[config.mk]
export PLATFORM = sky130hd
export DESIGN_NAME = alu_rr_sequencer
export DESIGN_NICKNAME = d
export VERILOG_FILES = /design/src/rtl/alu_seq_pkg.sv /design/src/rtl/rr_arb2.sv /design/src/rtl/alu_rr_sequencer.sv
export SDC_FILE = /design/constraint.sdc
export NUM_CORES = 1
export LEC_CHECK = 0
export CORE_MARGIN = 2
export CORE_UTILIZATION = 36
export DETAILED_ROUTE_END_ITERATION = 7
export PLACE_DENSITY = 0.86
export SLEW_MARGIN = 30
export SYNTH_ARGS = -nofsm -noshare
export SYNTH_HDL_FRONTEND = slang
export SYNTH_SLANG_ARGS = --single-unit
[constraint.sdc]
create_clock -name s_CLK -period 1.59 [get_ports s_CLK]
set_clock_uncertainty 0.05 [all_clocks]
set_input_delay 0.159 -clock s_CLK [delete_from_list [all_inputs] [get_ports s_CLK]]
set_output_delay 0.159 -clock s_CLK [all_outputs]
set_load 0.02 [all_outputs]
[src/rtl/alu_seq_pkg.sv]
// Shared definitions for the ALU round-robin sequencer: FSM states, ALU opcodes and flag bit positions.
package alu_seq_pkg;

    typedef enum logic [1:0] {
        IDLE = 2'd0,
        EXEC = 2'd1,
        RESP = 2'd2
    } seq_state_e;

    localparam logic [1:0] OPER_SUB        = 2'b00;
    localparam logic [1:0] OPER_NAND       = 2'b01;
    localparam logic [1:0] OPER_START_ONES = 2'b10;
    localparam logic [1:0] OPER_DECODER    = 2'b11;

    localparam int unsigned FLAG_ERR      = 0;
    localparam int unsigned FLAG_NEG      = 1;
    localparam int unsigned FLAG_POS      = 2;
    localparam int unsigned FLAG_OVERFLOW = 3;

endpackage

[src/rtl/rr_arb2.sv]
// Two-way round-robin pick: the pointer's requester wins a tie; the pointer moves to the loser after a grant.
module rr_arb2 (
    input  logic [1:0] valid,
    input  logic       ptr,
    input  logic       en,
    output logic [1:0] grant,
    output logic       next_ptr
);

    always_comb begin
        grant    = 2'b00;
        next_ptr = ptr;
        if (en) begin
            if (valid == 2'b11) begin
                grant = ptr ? 2'b10 : 2'b01;
            end else begin
                grant = valid;
            end
            if (grant[0]) begin
                next_ptr = 1'b1;
            end else if (grant[1]) begin
                next_ptr = 1'b0;
            end
        end
    end

endmodule

[src/rtl/alu_rr_sequencer.sv]
// Shares one ALU between two requesters with round-robin grants and an id-tagged response channel.
// Optional grant statistics are built when ALU_SEQ_STATS_EN is defined.
module alu_rr_sequencer
    import alu_seq_pkg::*;
#(
    parameter int unsigned WIDTH   = 4,
    parameter int unsigned ALU_LAT = 1,
    parameter int unsigned CNT_W   = 8
) (
    input  logic               s_CLK,
    input  logic               s_RSTn,
    input  logic [1:0]         i_req_valid,
    output logic [1:0]         o_req_ready,
    input  logic [2*WIDTH-1:0] i_req_a,
    input  logic [2*WIDTH-1:0] i_req_b,
    input  logic [3:0]         i_req_oper,
    output logic [WIDTH-1:0]   o_alu_arg0,
    output logic [WIDTH-1:0]   o_alu_arg1,
    output logic [1:0]         o_alu_oper,
    input  logic [WIDTH-1:0]   i_alu_result,
    input  logic [3:0]         i_alu_flag,
    output logic               o_rsp_valid,
    input  logic               i_rsp_ready,
    output logic               o_rsp_id,
    output logic [WIDTH-1:0]   o_rsp_result,
    output logic [3:0]         o_rsp_flag,
    output logic               o_busy,
    output logic [2*CNT_W-1:0] o_grant_cnt
);

    seq_state_e       state_q, state_d;
    logic             ptr_q;
    logic             next_ptr;
    logic [1:0]       grant;
    logic             accept;
    logic             sel;
    logic [WIDTH-1:0] a_q, b_q;
    logic [1:0]       oper_q;
    logic             id_q;
    logic [2:0]       cnt_q;
    logic             rsp_id_q;
    logic [WIDTH-1:0] rsp_result_q;
    logic [3:0]       rsp_flag_q;

    // Gating with the reset keeps ready low while reset is held, not just after it.
    rr_arb2 u_arb (
        .valid    (i_req_valid),
        .ptr      (ptr_q),
        .en       ((state_q == IDLE) && !s_RSTn),
        .grant    (grant),
        .next_ptr (next_ptr)
    );

    assign accept      = |grant;
    assign sel         = grant[1];
    assign o_req_ready = grant;

    always_comb begin
        state_d = state_q;
        unique case (state_q)
            IDLE:    if (accept) state_d = EXEC;
            EXEC:    if (cnt_q == 3'd0) state_d = RESP;
            RESP:    if (i_rsp_ready) state_d = IDLE;
            default: state_d = IDLE;
        endcase
    end

    always_comb begin
        o_alu_arg0 = '0;
        o_alu_arg1 = '0;
        o_alu_oper = '0;
        if (state_q == EXEC) begin
            o_alu_arg0 = a_q;
            o_alu_arg1 = b_q;
            o_alu_oper = oper_q;
        end
    end

    assign o_busy       = (state_q != IDLE);
    assign o_rsp_valid  = (state_q == RESP);
    assign o_rsp_id     = rsp_id_q;
    assign o_rsp_result = rsp_result_q;
    assign o_rsp_flag   = rsp_flag_q;

    always_ff @(posedge s_CLK or posedge s_RSTn) begin
        if (s_RSTn) begin
            state_q      <= IDLE;
            ptr_q        <= 1'b0;
            a_q          <= '0;
            b_q          <= '0;
            oper_q       <= OPER_SUB;
            id_q         <= 1'b0;
            cnt_q        <= '0;
            rsp_id_q     <= 1'b0;
            rsp_result_q <= '0;
            rsp_flag_q   <= '0;
        end else begin
            state_q <= state_d;
            if (accept) begin
                ptr_q  <= next_ptr;
                a_q    <= sel ? i_req_a[2*WIDTH-1:WIDTH] : i_req_a[WIDTH-1:0];
                b_q    <= sel ? i_req_b[2*WIDTH-1:WIDTH] : i_req_b[WIDTH-1:0];
                oper_q <= sel ? i_req_oper[3:2] : i_req_oper[1:0];
                id_q   <= sel;
                // EXEC lasts ALU_LAT cycles, so the count starts one below the latency.
                cnt_q  <= 3'(ALU_LAT - 1);
            end
            if (state_q == EXEC) begin
                if (cnt_q == 3'd0) begin
                    rsp_id_q     <= id_q;
                    rsp_result_q <= i_alu_result;
                    rsp_flag_q   <= i_alu_flag;
                end else begin
                    cnt_q <= cnt_q - 3'd1;
                end
            end
        end
    end

`ifdef ALU_SEQ_STATS_EN
    logic [1:0][CNT_W-1:0] grant_cnt_q;

    always_ff @(posedge s_CLK or posedge s_RSTn) begin
        if (s_RSTn) begin
            grant_cnt_q <= '0;
        end else begin
            for (int k = 0; k < 2; k++) begin
                if (grant[k] && (grant_cnt_q[k] != {CNT_W{1'b1}})) begin
                    grant_cnt_q[k] <= grant_cnt_q[k] + 1'b1;
                end
            end
        end
    end

    assign o_grant_cnt = grant_cnt_q;
`else
    assign o_grant_cnt = '0;
`endif

endmodule

# [Word-level counts from Yosys, hierarchy flattened]
# Index checks and enable logic that the tools add are counted.
[op_classes] n_eq_ne=6 muxes=19 n_reduce_logical=10 addsub=1
[op_table] op="$mux W2" count=9
[op_table] op="$mux W4" count=4
[op_table] op="$mux W3" count=3
[op_table] op="$pmux W2 S3" count=1
[op_table] op="$reduce_and A3 Y1" count=2
[op_table] op="$eq A2 B2 Y1 const B" count=2
[op_table] op="$ne A2 B1 Y1 const B" count=2
[op_table] op="$reduce_bool A2 Y1" count=2
[op_table] op="$logic_not A3 Y1" count=1
[op_table] op="$sub A3 B1 Y3 const B" count=1
[op_table] op="$eq A2 B1 Y1 const B" count=1
[op_table] op="$logic_not A2 Y1" count=1
[op_table] op="$mux W1" count=2
[op_table] op="$ne A2 B2 Y1 const B" count=1
[op_table] op="$reduce_and A2 Y1" count=1
[op_table] op="$reduce_or A2 Y1" count=1
[op_table] op="$logic_and A1 B1 Y1" count=1
[op_table] op="$logic_not A1 Y1" count=1
[totals] regBits=26 word_cells=46 output_inout_bits=39 input_bits=33

# [Logic depth before layout (Yosys ltp)]
# Gate-level depths: netlist of the first run.
[depth] depth_word=8 ltp_mapped=5 depth_no_buf=5

# [Hierarchy]
# Synthesis of the first run repeated with hierarchy kept, for this count alone.
[unflattened] cells_unflattened=131 area_unflattened_um2=1380.1
[modules_own_cells] module="alu_rr_sequencer" area_each_um2=1343.8 seq_area_each_um2=650.6 cells_per_inst=124 instances=1
[modules_own_cells] module="rr_arb2" area_each_um2=36.3 seq_area_each_um2=0.0 cells_per_inst=7 instances=1

# [Least setup slack after synthesis of the first run]
# OpenSTA, ideal clock, no wires.
[synth_timing] path_kind="register to output" start="reg state_q[0]" end="out o_req_ready[1]" path_slack_ns=-0.063 required_time_ns=1.381 path_stages_with_launch=4 n_path_buf=1 arrival_time_ns=1.444 cell_sequence="dfrtp_1 > or4b_4 > buf_6 > nor2_1"
[synth_via] elab_chain_len=3
[synth_rtl] element="start: declaration" line_no="alu_rr_sequencer.sv:31" text="seq_state_e state_q, state_d;"
[synth_rtl] element="start signal: assignment" line_no="alu_rr_sequencer.sv:98" text="state_q <= state_d;"
[synth_rtl] element="$logic_not A2 Y1" line_no="alu_rr_sequencer.sv:49" text=".en ((state_q == IDLE) && !s_RSTn),"
[synth_rtl] element="$logic_and A1 B1 Y1" line_no="alu_rr_sequencer.sv:49"
[synth_rtl] element="$mux W2" line_no="rr_arb2.sv:13" text="if (en) begin"
[synth_rtl] element="end: declaration" line_no="alu_rr_sequencer.sv:13" text="output logic [1:0] o_req_ready,"
# No other way between the ends.

# [Worst setup path after layout of the first run]
[layout_timing] start="reg state_q[1]" end="out o_req_ready[1]"
# Same word-level chain as after synthesis.

==> flow_metrics.py, run 1 <==
metrics = {
    "clocking": {
        "numCtsBuffers": 3,
        "cts_tree": "yes",
        "cts.sink_count": 26,
        "clk_pin_slew_worst_paths_ps": 90,
        "worstSkewPairLatency_ps": 270,
        "cts_root_buf": "clkbuf_8",
        "cts.path.max_buffers": 2,
        "htreeDepth": 1,
    },
    "final_layout": {
        "syn2layout_area_growth_pct": 51.1,
        "final_cells": 269,
        "fin_nets": 256,
        "mostFrequentLayoutCell": "clkdlybuf4s50_1",
        "n_antenna_cell": 0,
        "final_core_utilization_pct": 56.0,
        "fin_area_um2": 2220,
        "mostFrequentLayoutCells": "41 x clkdlybuf4s50_1, 26 x dfrtp_1, 22 x buf_4",
        "final_layout_size_suffix_gt1_share_pct": 30.6,
    },
    "power_and_ir_drop": {
        "p_per_area_nw_per_um2": 1320,
        "power_mw": 2.93,
        "vdd_drop_max_mv": 0.776,
        "power.static_leakage_nw": 0.978,
    },
    "route": {
        "vias": 1305,
        "via_per_inst": 4.85,
        "routedWlPerCell_um": 14.2,
        "initialDrtViolationCount": 50,
        "dr.pass1.iters": 4,
        "ant_nets": 0,
        "route.detailed.drc": 0,
        "wirelength_mm": 3.82,
    },
    "placed_design": {
        "dpl_cell_area_um2": 2130,
        "place_inst": 263,
        "io_buffers": 55,
        "place_congestion": 0.799,
        "hpwl_mm": 2.74,
    },
    "global_route": {
        "grt_pass1_wl_mm": 5.84,
        "grt_max_degree": 27,
        "grt_antenna_before_repair": 0,
        "grt_pass1_vias": 1310,
        "grt_overflow": 0,
        "track_usage_pct": 17.0,
    },
    "synthesis": {
        "async_flop_share_pct": 100,
        "syn_area_um2": 1470,
        "syn_inst": 147,
        "yosysTopAreaCell": "dfrtp_1",
        "synthDistinctLibCells": 32,
        "ys_ff_latch": 26,
        "yosysTopAreaCellShare_pct": 44.2,
        "synth.avg_cell_area_um2": 10.0,
        "synth_area_leaders": "dfrtp_1 44%, buf_4 8.7%, mux2_2 6.9%, a31oi_1 4.3%, and2_1 4.3%",
        "synth_edf_count": 0,
        "yosysSeqAreaShare_pct": 44.2,
        "ys_warn_count": 0,
        "ys.flop_type": "dfrtp_1",
    },
    "floorplanning": {
        "io_pins": 72,
        "die_area_um2": 4610,
        "num_rows": 23,
        "die_h_um": 67.9,
        "die_w_um": 67.9,
        "core_area_um2": 3970,
        "floorplan.initialDensity_pct": 37.1,
    },
    "timing": {
        "fin_ws_ps": -95.1,
        "slew_viol_final": 0,
        "timing.fmax_mhz": 593,
        "finalHoldViolCount": 0,
        "setup_viol": 3,
        "post-route-period-util_pct": 106,
        "min_period_ps": 1690,
        "rsz0062_at_grt": "yes",
    },
    "critical_path": {
        "cp_max_fo": 2,
        "criticalPathCategory": "flip-flop to primary output",
        "startpoint_type": "flip-flop",
        "crit_path_end_kind": "primary output",
        "cp.required_ps": 1380,
        "crit_arrival_ps": 1480,
    },
    "outcome": {
        "run_status": "finished with violations",
        "violations": "negative setup slack",
    },
    "flow_run": {
        "drv_cap": 0,
    },
    "hold_path": {
        "hold_path_class": "primary input to asynchronous set/reset pin",
    },
}
==> timing repair <==
action,4_1_cts,5_1_grt
setup buffers,1,2
endpoints found under the setup margin,24,32
gates cloned,1,0
resized for setup,64,16
hold buffers,0,0
pin swaps,2,3
==> flip-flops by register name, summed over array words and instances (netlist names) <==
name and count:
a_q 4, b_q 4, cnt_q 3, id_q 1, o_rsp_flag 4, o_rsp_id 1, o_rsp_result 4, oper_q 2
ptr_q 1, state_q 2
==> worst max-delay path, stage by stage, from the launching register on <==
cell	delay, ps
dfrtp_1	400
or4b_4	550
nor2_4	120
buf_6	130
==> final cells by class <==
| type | instances | area (um2) |
|---|---|---|
| fill | 368 | 1750 |
| timing repair buffer | 76 | 687 |
| clock buffer | 3 | 41.3 |
| sequential | 26 | 651 |
| tap | 50 | 62.6 |
| inverter | 6 | 22.5 |
| multi-input combinational | 108 | 759 |
==> cell usage after synthesis (2+ instances only) <==
cell       n
nor2b_1    3
o21ai_2    7
buf_4     17
a21oi_1   11
nand2b_1   3
and2_1    10
dfrtp_1   26
inv_1      6
or2_2      2
nand3_1   11
mux2_2     9
nor2_1     3
clkbuf_1   2
o21ai_0    6
o22ai_1    2
a31oi_1   10
ha_1       2
nand2_1    2
buf_1      2
==> per-stage QoR <==
stage,setup TNS (ps),worst slack (ps),hold WS (ps)
after detailed placement,-4380,-467,444
after global routing,-488,-129,411
after global placement,-3760,-482,434
after CTS,-166,-89.2,392
final,-196,-95.1,403
after floorplan,0,29.3,149
==> cells by family (layout without fill, tap and decap cells) <==
group	count (synthesis)	count (layout)	synth area share (%)
flip-flops	26	26	44.2
AO/OA/AOI/OAI	40	40	17.3
adder cells (fa/ha/maj)	2	2	1.70
multiplexers	9	9	6.89
buffers and inverters	29	85	12.3
AND/OR/NAND/NOR	40	41	17.3
other	1	16	0.255
==> report_power, final <==
part	internal, mW	switching [mW]	total, mW
logic	0.744	0.752	1.50
registers	0.921	0.139	1.06
clock network	0.170	0.205	0.375
==> per-layer routing <==
metal | GRT usage [%] | wire, um | up-vias
met5 | 0 | 0 | -
met3 | 3.78 | 293 | 5
met4 | 6.75 | 59 | 0
li1 | - | - | 634
met2 | 30.5 | 1970 | 52
met1 | 19.5 | 1500 | 614
==> worst paths after layout <==
kind	slack [ps]	cells after the start	endpoint	startpoint
min	400	4	a_q[3]$_DFFE_PP0P_	s_RSTn
min in group s_CLK	410	3	state_q[1]$_DFFE_PP0P_	i_rsp_ready
min reg2reg	460	1	cnt_q[2]$_DFF_PP0_	cnt_q[2]$_DFF_PP0_
max in group asynchronous	830	4	id_q$_DFFE_PP0P_	s_RSTn
max reg2reg	-50	4	a_q[3]$_DFFE_PP0P_	state_q[1]$_DFFE_PP0P_
max	-100	3	o_req_ready[1]	state_q[1]$_DFFE_PP0P_
Note: power is estimated with default switching activity, not from simulation.
==> run 2: changes to the inputs <==
--- a/config.mk
+++ b/config.mk
@@ -7,6 +7,7 @@
 export LEC_CHECK = 0
 export CORE_MARGIN = 2
 export CORE_UTILIZATION = 36
+export CTS_CLUSTER_DIAMETER = 80
 export DETAILED_ROUTE_END_ITERATION = 7
 export PLACE_DENSITY = 0.86
 export SLEW_MARGIN = 30
==> results of run 2 <==
No change in the layout: final DEF, timing and power equal those of run 1.
==> run 3: changes to the inputs <==
--- a/config.mk
+++ b/config.mk
@@ -10,6 +10,7 @@
 export CTS_CLUSTER_DIAMETER = 80
 export DETAILED_ROUTE_END_ITERATION = 7
 export PLACE_DENSITY = 0.86
+export RECOVER_POWER = 50
 export SLEW_MARGIN = 30
 export SYNTH_ARGS = -nofsm -noshare
 export SYNTH_HDL_FRONTEND = slang
==> flow_metrics.py, run 3 (synthesis results as in run 1) <==
metrics = {
    "clocking": {
        "cts_hold_buf": 0,
        "cts.sink_count": 26,
        "cts_tree": "yes",
        "worstSkewPairLatency_ps": 270,
        "cts_root_buf": "clkbuf_8",
        "numCtsBuffers": 3,
        "cts.path.max_buffers": 2,
        "htreeDepth": 1,
        "clk_pin_slew_worst_paths_ps": 90,
    },
    "power_and_ir_drop": {
        "p_int_mw": 1.83,
        "p_per_area_nw_per_um2": 1320,
        "switching_share_pct": 37.4,
        "switching_power_mw": 1.10,
        "pwr-share-comb_pct": 51.0,
        "vdd_drop_max_mv": 0.776,
        "clockPowerShare_pct": 12.8,
        "sequentialPowerShare_pct": 36.2,
        "power.static_leakage_nw": 0.974,
    },
    "floorplanning": {
        "die_w_um": 67.9,
        "die_area_um2": 4610,
        "num_rows": 23,
        "die_h_um": 67.9,
        "io_pins": 72,
        "core_area_um2": 3970,
        "floorplan.initialDensity_pct": 37.1,
    },
    "global_route": {
        "grt_antenna_before_repair": 0,
        "grt_max_degree": 27,
        "track_usage_pct": 17.0,
        "grt_overflow": 0,
        "grt_pass1_wl_mm": 5.84,
        "grt_pass1_vias": 1310,
    },
    "critical_path": {
        "worst-path-buf-inv": 1,
        "path_cells": "or4b_4, nor2_4, buf_6",
        "criticalPathCategory": "flip-flop to primary output",
        "crit_path_end_kind": "primary output",
        "crit_family": "simple AND/OR/NAND/NOR gates",
        "cp_max_fo": 2,
        "cp.required_ps": 1380,
        "critical_path.slowest_cell": "or4b_4",
        "cp_num_cells": 3,
        "timing.rr.end": "a_q[3]$_DFFE_PP0P_",
        "crit_arrival_ps": 1480,
        "startpoint_type": "flip-flop",
        "r2r_start": "state_q[1]$_DFFE_PP0P_",
        "cpPeakStageDelay_ps": 560,
        "rr_worst_depth": 4,
        "r2r_slack_ps": -50,
    },
    "final_layout": {
        "mostFrequentLayoutCell": "clkdlybuf4s50_1",
        "fillers": 370,
        "mostFrequentLayoutCells": "41 x clkdlybuf4s50_1, 26 x dfrtp_1, 20 x buf_4",
        "syn2layout_area_growth_pct": 50.7,
        "final_core_utilization_pct": 55.8,
        "fin_nets": 256,
        "final_layout_size_suffix_gt1_share_pct": 30.1,
        "n_antenna_cell": 0,
        "fin_area_um2": 2220,
    },
    "hold_path": {
        "holdPathEnd": "state_q[1]$_DFFE_PP0P_",
        "hold_path_class": "primary input to flip-flop",
        "min_from": "i_rsp_ready",
        "min_path_cells": 3,
    },
    "timing": {
        "min_period_ps": 1680,
        "rsz0062_at_grt": "yes",
        "finalHoldViolCount": 0,
        "post-route-period-util_pct": 106,
        "worstMarginPinSlew_ps": 687,
        "timing.hold.ws_ps": 408,
        "setup_viol": 3,
        "relSlewSlack_pct": 54.2,
        "fin_ws_ps": -94.7,
        "timing.fmax_mhz": 594,
        "slew_viol_final": 0,
    },
    "placed_design": {
        "dpl_cell_area_um2": 2130,
        "hpwl_mm": 2.74,
        "place_congestion": 0.799,
        "io_buffers": 55,
    },
    "route": {
        "via_per_inst": 4.84,
        "routedWlPerCell_um": 14.2,
        "initialDrtViolationCount": 52,
        "wl_met1_mm": 1.49,
        "vias": 1301,
        "highest_layer": "met4",
        "route.detailed.drc": 0,
        "dr.pass1.iters": 4,
        "ant_nets": 0,
        "met3WireLength_um": 292,
        "routed-wl-met2_mm": 1.98,
        "wirelength_mm": 3.83,
    },
    "outcome": {
        "violations": "negative setup slack",
        "run_status": "finished with violations",
    },
    "flow_run": {
        "drv_cap": 0,
    },
}
-- run 3: cell count changes in the layout (fill, tap and decap cells not counted), sizes merged --
cell    change
clkbuf      +2
buf         -2
-- run 3: worst max path at each step --
stage | start | to
finish | state_q[1]$_DFFE_PP0P_ | o_req_ready[1]
CTS | state_q[1]$_DFFE_PP0P_ | o_req_ready[1]
global route | state_q[1]$_DFFE_PP0P_ | o_req_ready[0]
floorplan | state_q[0]$_DFFE_PP0P_ | o_req_ready[1]
global placement | i_req_valid[1] | o_req_ready[1]
detailed placement | i_req_valid[1] | o_req_ready[1]
-- run 3: area by class of cell --
type / count / area (um2) / share of cell area (%)
Multi-Input combinational cell: 108 / 759 / 34.3
Sequential cell: 26 / 651 / 29.3
Timing Repair Buffer: 76 / 681 / 30.7
Inverter: 6 / 22.5 / 1.02
Clock buffer: 3 / 41.3 / 1.86
Tap cell: 50 / 62.6 / 2.82
-- run 3: power by group through the flow --
stage	combinational, mW	sequential, mW	clock [mW]
after floorplan	0.665	1.20	0
after global placement	1.43	1.05	0
after detailed placement	1.45	1.07	0
after CTS	1.45	1.06	0.391
after global routing	1.61	1.09	0.415
final	1.49	1.06	0.375
-- run 3: worst min-delay path, delay by kind of cell --
kind | cells | cell delay (ps)
buffers and inverters | 2 | 440
AOI/OAI and AO/OA | 1 | 100
-- run 3: per-stage QoR --
stage               instances  worst slack, ps  setup TNS [ps]  power [mW]
finish                    269            -94.7            -196        2.93
global route              269             -129            -488        3.12
CTS                       267            -89.2            -166        2.90
detailed placement        263             -467           -4380        2.52
global placement          263             -482           -3760        2.48
floorplan                 162             29.3               0        1.87
-- run 3: layer usage --
metal	vias to the layer above	GRT usage, %
li1	636	-
met1	609	19.5
met3	5	3.78
met2	51	30.5
met4	0	6.75
met5	-	0
-- run 3: what timing repair did --
item                       4_1_cts  5_1_grt
hold endpoints to repair         0        0
buffers inserted                 1        2
resized for setup               64       16
setup endpoints to repair       24       32
cloned                           1        0
pin swaps                        2        3
